[config.mk]
export PLATFORM = sky130hd
export DESIGN_NAME = fir_power_monitor_flat
export DESIGN_NICKNAME = d
export VERILOG_FILES = /design/src/rtl/fir_power_monitor_pkg.sv /design/src/rtl/fir_power_monitor_if.sv /design/src/rtl/fir_power_monitor_sample_abs_sq.sv /design/src/rtl/fir_power_monitor.sv /design/src/flat_wrapper.sv
export SDC_FILE = /design/constraint.sdc
export NUM_CORES = 1
export LEC_CHECK = 0
export ABC_AREA = 1
export ABC_CLOCK_PERIOD_IN_PS = 11400
export CAP_MARGIN = 20
export CORE_MARGIN = 1.5
export CORE_UTILIZATION = 60
export DETAILED_ROUTE_END_ITERATION = 8
export PLACE_DENSITY = 0.82
export SLEW_MARGIN = 5
export SYNTH_ARGS = -nofsm -noshare
export SYNTH_HDL_FRONTEND = slang
export SYNTH_SLANG_ARGS = --single-unit
[constraint.sdc]
create_clock -name i_clk -period 11.4 [get_ports i_clk]
set_clock_uncertainty 0.05 [all_clocks]
set_input_delay 2.28 -clock i_clk [delete_from_list [all_inputs] [get_ports i_clk]]
set_output_delay 2.28 -clock i_clk [all_outputs]
set_load 0.01 [all_outputs]
[src/rtl/fir_power_monitor_pkg.sv]
// ----------------------------------------------------------------------------
// fir_power_monitor_pkg
// Shared constants for the FIR output power monitor.
//   - default parameter values
//   - FSM state encodings (SETTLE / ACCUM)
//   - width helpers for the energy output and the window accumulator
// ----------------------------------------------------------------------------
package fir_power_monitor_pkg;

    localparam int DEF_NB_INPUT       = 18;
    localparam int DEF_LOG2_WIN       = 6;
    localparam int DEF_SETTLE_SAMPLES = 16;

    typedef logic [0:0] state_t;

    localparam state_t ST_SETTLE = 1'b0;
    localparam state_t ST_ACCUM  = 1'b1;

    // Width of the mean-square output (square of a sample).
    function automatic int nb_energy(input int nb_input);
        return 2 * nb_input;
    endfunction

    // Width of the window accumulator: a sum of 2^log2_win squares never overflows.
    function automatic int nb_acc(input int nb_input, input int log2_win);
        return 2 * nb_input + log2_win;
    endfunction

endpackage

[src/rtl/fir_power_monitor_if.sv]
// ----------------------------------------------------------------------------
// fir_power_monitor_if
// Sample stream in, window measurements out.
// Handshake: i_valid is a pure strobe with no ready/back-pressure. A sample
// on i_data is consumed on every rising edge where i_valid is high. o_valid
// is a one-cycle pulse marking the cycle in which o_energy/o_peak took new
// values. Those values then hold until the next pulse.
// Ports:
//   i_valid  : sample strobe (master -> slave)
//   i_data   : signed sample, NB_INPUT bits (master -> slave)
//   o_energy : unsigned mean square of last window, 2*NB_INPUT bits
//   o_peak   : unsigned max |sample| of last window, NB_INPUT bits
//   o_valid  : measurement-updated pulse
// ----------------------------------------------------------------------------
interface fir_power_monitor_if #(
    parameter int NB_INPUT = 18
);
    logic                         i_valid;
    logic signed [NB_INPUT-1:0]   i_data;
    logic [2*NB_INPUT-1:0]        o_energy;
    logic [NB_INPUT-1:0]          o_peak;
    logic                         o_valid;

    modport master (
        output i_valid, i_data,
        input  o_energy, o_peak, o_valid
    );

    modport slave (
        input  i_valid, i_data,
        output o_energy, o_peak, o_valid
    );
endinterface

[src/rtl/fir_power_monitor_sample_abs_sq.sv]
// ----------------------------------------------------------------------------
// sample_abs_sq
// Stage-1 register of the power monitor: captures |x|, x*x and the
// in-window / last-of-window tags of each valid sample.
// Ports:
//   i_clk, i_rst        : clock, synchronous active-high reset
//   i_valid, i_data     : incoming sample and strobe
//   i_accum, i_last     : sample belongs to a window / closes that window
//   o_valid             : a fresh sample is held this cycle
//   o_accum, o_last     : registered tags
//   o_abs, o_sq         : registered |x| (NB_INPUT) and x*x (2*NB_INPUT)
// ----------------------------------------------------------------------------
module sample_abs_sq #(
    parameter int NB_INPUT = 18
) (
    input  logic                       i_clk,
    input  logic                       i_rst,
    input  logic                       i_valid,
    input  logic signed [NB_INPUT-1:0] i_data,
    input  logic                       i_accum,
    input  logic                       i_last,
    output logic                       o_valid,
    output logic                       o_accum,
    output logic                       o_last,
    output logic [NB_INPUT-1:0]        o_abs,
    output logic [2*NB_INPUT-1:0]      o_sq
);
    logic [NB_INPUT-1:0]          raw;
    logic [NB_INPUT-1:0]          abs_d;
    logic signed [2*NB_INPUT-1:0] data_ext;
    logic signed [2*NB_INPUT-1:0] sq_d;

    logic                    valid_q, accum_q, last_q;
    logic [NB_INPUT-1:0]     abs_q;
    logic [2*NB_INPUT-1:0]   sq_q;

    // Unsigned negate keeps |most negative| = 2^(NB_INPUT-1) exact.
    assign raw      = i_data;
    assign abs_d    = raw[NB_INPUT-1] ? (~raw + NB_INPUT'(1)) : raw;
    assign data_ext = (2*NB_INPUT)'(i_data);
    assign sq_d     = data_ext * data_ext;

    always_ff @(posedge i_clk) begin
        if (i_rst) begin
            valid_q <= 1'b0;
            accum_q <= 1'b0;
            last_q  <= 1'b0;
            abs_q   <= '0;
            sq_q    <= '0;
        end else begin
            // The fresh flag drops when no sample arrives so stage 2 never
            // consumes the same sample twice.
            valid_q <= i_valid;
            if (i_valid) begin
                accum_q <= i_accum;
                last_q  <= i_last;
                abs_q   <= abs_d;
                sq_q    <= sq_d;
            end
        end
    end

    assign o_valid = valid_q;
    assign o_accum = accum_q;
    assign o_last  = last_q;
    assign o_abs   = abs_q;
    assign o_sq    = sq_q;
endmodule

[src/rtl/fir_power_monitor.sv]
// ----------------------------------------------------------------------------
// fir_power_monitor
// Measures mean-square energy and absolute peak of a signed sample stream
// over back-to-back windows of 2^LOG2_WIN valid samples, after discarding
// SETTLE_SAMPLES start-up samples.
// Ports:
//   i_clk, i_rst : clock, synchronous active-high reset
//   bus          : fir_power_monitor_if.slave (i_valid/i_data in,
//                  o_energy/o_peak/o_valid out)
//   o_dbg_state  : current FSM state (ST_SETTLE / ST_ACCUM)
// ----------------------------------------------------------------------------
module fir_power_monitor
    import fir_power_monitor_pkg::*;
#(
    parameter int NB_INPUT       = DEF_NB_INPUT,
    parameter int LOG2_WIN       = DEF_LOG2_WIN,
    parameter int SETTLE_SAMPLES = DEF_SETTLE_SAMPLES
) (
    input  logic                 i_clk,
    input  logic                 i_rst,
    fir_power_monitor_if.slave   bus,
    output state_t               o_dbg_state
);
    localparam int NB_ENERGY  = nb_energy(NB_INPUT);
    localparam int NB_ACC     = nb_acc(NB_INPUT, LOG2_WIN);
    localparam int NB_SETTLE  = (SETTLE_SAMPLES > 2) ? $clog2(SETTLE_SAMPLES) : 1;
    localparam logic [NB_SETTLE-1:0] SETTLE_LAST =
        NB_SETTLE'((SETTLE_SAMPLES > 0) ? SETTLE_SAMPLES - 1 : 0);
    localparam state_t RESET_STATE = (SETTLE_SAMPLES == 0) ? ST_ACCUM : ST_SETTLE;

    state_t                  state_q, state_d;
    logic [NB_SETTLE-1:0]    settle_q, settle_d;
    logic [LOG2_WIN-1:0]     win_q, win_d;
    logic                    in_accum, win_last;

    logic                    s1_valid, s1_accum, s1_last;
    logic [NB_INPUT-1:0]     s1_abs;
    logic [NB_ENERGY-1:0]    s1_sq;

    logic [NB_ACC-1:0]       acc_q, acc_sum;
    logic [NB_INPUT-1:0]     peak_q, peak_max;
    logic [NB_ENERGY-1:0]    energy_q;
    logic [NB_INPUT-1:0]     peak_out_q;
    logic                    valid_out_q;

    assign in_accum = (state_q == ST_ACCUM);
    assign win_last = in_accum && (win_q == {LOG2_WIN{1'b1}});

    // Settle counter, window counter and FSM advance on valid samples only.
    always_comb begin
        state_d  = state_q;
        settle_d = settle_q;
        win_d    = win_q;
        if (bus.i_valid) begin
            if (in_accum) begin
                win_d = win_q + LOG2_WIN'(1);
            end else if (settle_q == SETTLE_LAST) begin
                state_d  = ST_ACCUM;
                settle_d = '0;
            end else begin
                settle_d = settle_q + NB_SETTLE'(1);
            end
        end
    end

    always_ff @(posedge i_clk) begin
        if (i_rst) begin
            state_q  <= RESET_STATE;
            settle_q <= '0;
            win_q    <= '0;
        end else begin
            state_q  <= state_d;
            settle_q <= settle_d;
            win_q    <= win_d;
        end
    end

    sample_abs_sq #(.NB_INPUT(NB_INPUT)) u_stage1 (
        .i_clk   (i_clk),
        .i_rst   (i_rst),
        .i_valid (bus.i_valid),
        .i_data  (bus.i_data),
        .i_accum (in_accum),
        .i_last  (win_last),
        .o_valid (s1_valid),
        .o_accum (s1_accum),
        .o_last  (s1_last),
        .o_abs   (s1_abs),
        .o_sq    (s1_sq)
    );

    assign acc_sum  = acc_q + NB_ACC'(s1_sq);
    assign peak_max = (s1_abs > peak_q) ? s1_abs : peak_q;

    // Stage 2: the last sample of a window publishes and clears in one edge,
    // so the next window starts without a gap.
    always_ff @(posedge i_clk) begin
        if (i_rst) begin
            acc_q       <= '0;
            peak_q      <= '0;
            energy_q    <= '0;
            peak_out_q  <= '0;
            valid_out_q <= 1'b0;
        end else begin
            valid_out_q <= 1'b0;
            if (s1_valid && s1_accum) begin
                if (s1_last) begin
                    energy_q    <= acc_sum[NB_ACC-1:LOG2_WIN];
                    peak_out_q  <= peak_max;
                    valid_out_q <= 1'b1;
                    acc_q       <= '0;
                    peak_q      <= '0;
                end else begin
                    acc_q  <= acc_sum;
                    peak_q <= peak_max;
                end
            end
        end
    end

    assign bus.o_energy = energy_q;
    assign bus.o_peak   = peak_out_q;
    assign bus.o_valid  = valid_out_q;
    assign o_dbg_state  = state_q;
endmodule
[src/flat_wrapper.sv]
// flat-port wrapper written by rule: the top's interface ports become plain ports
module fir_power_monitor_flat import fir_power_monitor_pkg::*;
#(
    parameter int NB_INPUT       = DEF_NB_INPUT,
    parameter int LOG2_WIN       = DEF_LOG2_WIN,
    parameter int SETTLE_SAMPLES = DEF_SETTLE_SAMPLES
)
  (i_clk, i_rst, o_dbg_state, bus_i_valid, bus_i_data, bus_o_energy, bus_o_peak, bus_o_valid);
  fir_power_monitor_if #(.NB_INPUT(NB_INPUT)) bus_i ();
  input  logic i_clk;
  input  logic i_rst;
  output state_t o_dbg_state;
  input wire logic [$bits(bus_i.i_valid)-1:0] bus_i_valid;
  input wire logic [$bits(bus_i.i_data)-1:0] bus_i_data;
  output wire logic [$bits(bus_i.o_energy)-1:0] bus_o_energy;
  output wire logic [$bits(bus_i.o_peak)-1:0] bus_o_peak;
  output wire logic [$bits(bus_i.o_valid)-1:0] bus_o_valid;
  assign bus_i.i_valid = bus_i_valid;
  assign bus_i.i_data = bus_i_data;
  assign bus_o_energy = bus_i.o_energy;
  assign bus_o_peak = bus_i.o_peak;
  assign bus_o_valid = bus_i.o_valid;
  fir_power_monitor #(.NB_INPUT(NB_INPUT), .LOG2_WIN(LOG2_WIN), .SETTLE_SAMPLES(SETTLE_SAMPLES)) u_core (.i_clk(i_clk), .i_rst(i_rst), .bus(bus_i), .o_dbg_state(o_dbg_state));
endmodule
==> summary.txt <==
Synthesis
  • Top_reg_cell synth: dfxtp_1
  • Sequential area share after synthesis: ~16%
  • Synth top area cells: fa_1 (26%), dfxtp_1 (16%), nand2_1 (14%)
  • Synth warnings: 0
  • Yosys top cell area share: 25.7%
  • Synth cell types: 51
  • Async set-reset flop share out of synthesis: 0%
  • Syn Nets: 3,730
  • Mean Syn Cell Area: about 7 µm²
  • Post-synth EDFFs: 0
  • Synth area leader: fa_1
  • Synthesis-stage register bit count: roughly 180
  • Synth Instances: 3,246
  • Netlist Area Pre-Place: 22,900 µm²

Critical path
  • Slowest stage delay, CP: 0.92 ns
  • Critical-path top delay cell: clkdlybuf4s50_1
  • Worst setup SP type: input port
  • Crit Path Class: input port to register
  • Critical-path cell list: clkdlybuf4s50_1 -> buf_4 -> nand2_1 -> fa_1 -> inv_1 -> fa_1 -> fa_1 -> fa_1 -> fa_1 -> fa_1 -> ha_1 -> nand2_1 -> nor2_1 -> inv_1 -> nor2_1 -> and3_1 -> nand2_1 -> nand4_1 -> nand3_1 -> nand2_1 -> inv_1
  • Max Fanout on Critical Path: 21
  • Most used cell, CP: fa_1
  • Worst Path Required: about 12 ns
  • Crit path from: bus_i_data[17]
  • CP Capture Type: register
  • R2R setup slack: between 8 and 9 ns
  • Crit path DAT: just under 9 ns
  • Worst flop-to-flop path startpoint: u_core.peak_q[9]

Timing
  • Final Max Tran Viols: 0
  • Setup violations, final: 0
  • F_max: 0.116 GHz
  • Worst-margin pin slew: roughly 1.1 ns
  • Crit path time final: roughly 8.6 ns
  • Slew Limit Headroom: 25.0%
  • Setup TNS Final: 0 ns
  • Crit share post-route: roughly 76%
  • RSZ-0062 raised after global routing: no
  • Final hold vios: 0
  • Worst setup margin: between 2 and 3 ns

Cells and area
  • Most frequent cells in the layout: nand2_1 (857), inv_1 (819), fa_1 (294)
  • Most common cell after layout, fill and taps aside: nand2_1
  • Diode count: 0
  • Share of post-route cells with drive strength above 1: ~3.5%
  • Area Overhead vs Synth: 7.82%
  • Fin nets: around 3,700

GRT
  • Global-route wire length before repair: around 100 mm
  • Vias in the first global route: between 20,000 and 25,000
  • Pin count of the biggest net entering global routing: 67
  • Initial antenna violation count: 0
  • Total GRT Usage: 32.9%
  • Grt ovf: 0

Drt
  • DRT iter0 DRCs: 1,328
  • DRC Markers: 0
  • ANT nets after route: 0
  • Vias after detailed routing: 20,000
  • Drt wl/cell: 16.4 µm
  • TritonRoute pass-1 iters: 6
  • Vias per cell: approximately 5.3
  • Drt total wl: between 60 and 70 mm

Hold path
  • Hold Startpoint: u_core.peak_q[17]
  • Hold crit path type: register to register

Status
  • Status: complete, no violations

Clock tree
  • Clk Latency, worst-skew pair: 0.46 ns
  • Post-CTS setup buffers: 0
  • Hold-fix buffer count after cts: 0
  • Clk slew on worst S/H paths: 0.08 ns
  • # clock sinks: between 150 and 200
  • CTS buffer count: 17
  • H-tree depth: 4
  • Clk root buf: clkbuf_16
  • Post_cts resized: 0
  • TritonCTS clock tree: yes
  • Clock tree buffer depth: 2

Floorplan
  • Std cell rows: 71
  • Die height: approximately 200 µm
  • Die X: a little under 200 µm
  • Boundary Pins: a little under 80
  • Core area: between 30,000 and 40,000 µm²
  • Die Footprint: 39,400 µm²
  • Starting Density: a little over 60%

Placed design
  • HPWL after DPL: a little over 50 mm
  • Place WS: ~2.4 ns
  • Buffers on Ports: 76
  • Routability congestion estimate: 0.996

Run
  • Max_cap viols: 0
-- synthesized netlist by cell type (3+ instances only) --
master and count:
o21a_1 35, nor3_2 4, dfxtp_1 181, buf_1 17, nor2_1 215, nand3_2 12
o21ai_1 5, nand2_1 858, o21bai_1 27, nand2_2 5, ha_1 169, xor2_1 39
nand2_4 11, o21ai_0 78, o22ai_1 4, a21oi_1 139, or2_2 6, nand3b_1 6
a21o_1 9, buf_2 18, nand4_1 25, o211ai_1 6, buf_4 3, clkbuf_1 58
nor3_1 16, a21oi_2 8, xnor2_1 12, inv_1 820, nand3_1 138, fa_1 294
-- routing by layer --
layer	global-route usage [%]	share of wire, %	up-vias
met5	0	0	-
met4	14.0	4.2	0
met3	4.17	5.4	167
met2	58.1	49	654
met1	40.4	41	9523
li1	-	-	9693
-- final timing paths --
kind                              endpoint  cells past startpoint
setup reg to reg      u_core.bus.o_peak[1]                     11
setup / recovery  u_core.u_stage1.o_sq[30]                     21
hold reg to reg          u_core.peak_q[17]                      2
hold / removal           u_core.peak_q[17]                      2
-- final cells by class --
class                           instances  area, µm²
Clock buffer                           18        429
Clock inverter                         14        190
Fill cell                            3288      12900
Inverter                              822       3090
Multi-Input combinational cell       2146      15800
Sequential cell                       181       3620
Tap cell                              511        639
Timing Repair Buffer                   97        931
-- through the flow --
step	hold WS (ns)	util, %	cell area, µm²	std cells
finish	0.420	65.6	24700	3789
global route	0.439	65.6	24700	3789
CTS	0.421	65.5	24700	3788
detailed placement	0.410	63.9	24100	3756
global placement	0.403	63.9	24100	3756
floorplan	0.394	-	22900	3246
-- registers in the layout, indices dropped and copies added, names as in the netlist --
signal	count
u_core.settle_q	4
u_core.acc_q	42
u_core.u_stage1.o_valid	1
u_core.o_dbg_state	1
u_core.bus.o_energy	36
u_core.bus.o_valid	1
u_core.u_stage1.o_sq	34
u_core.peak_q	18
u_core.u_stage1.o_abs	18
u_core.bus.o_peak	18
u_core.win_q	6
u_core.u_stage1.o_last	1
u_core.u_stage1.o_accum	1
-- logic make-up after synthesis --
kind of cell / after synthesis / share of synthesized area [%]
flip-flops: 181 / 15.8
AND/OR/NAND/NOR: 1308 / 23.8
XOR/XNOR: 51 / 1.95
buffers and inverters: 919 / 15.3
adder cells (fa/ha/maj): 463 / 34.9
AO/OA/AOI/OAI: 324 / 8.27
-- critical path, delay by kind of cell --
kind	cells	cell delay, ns
adders and majority gates	7	3.75
buffers and inverters	5	1.54
and+or+nand+nor	9	1.34
Power is not shown: default switching activity piles up to over one toggle a cycle in this logic, so the estimate is an artifact.
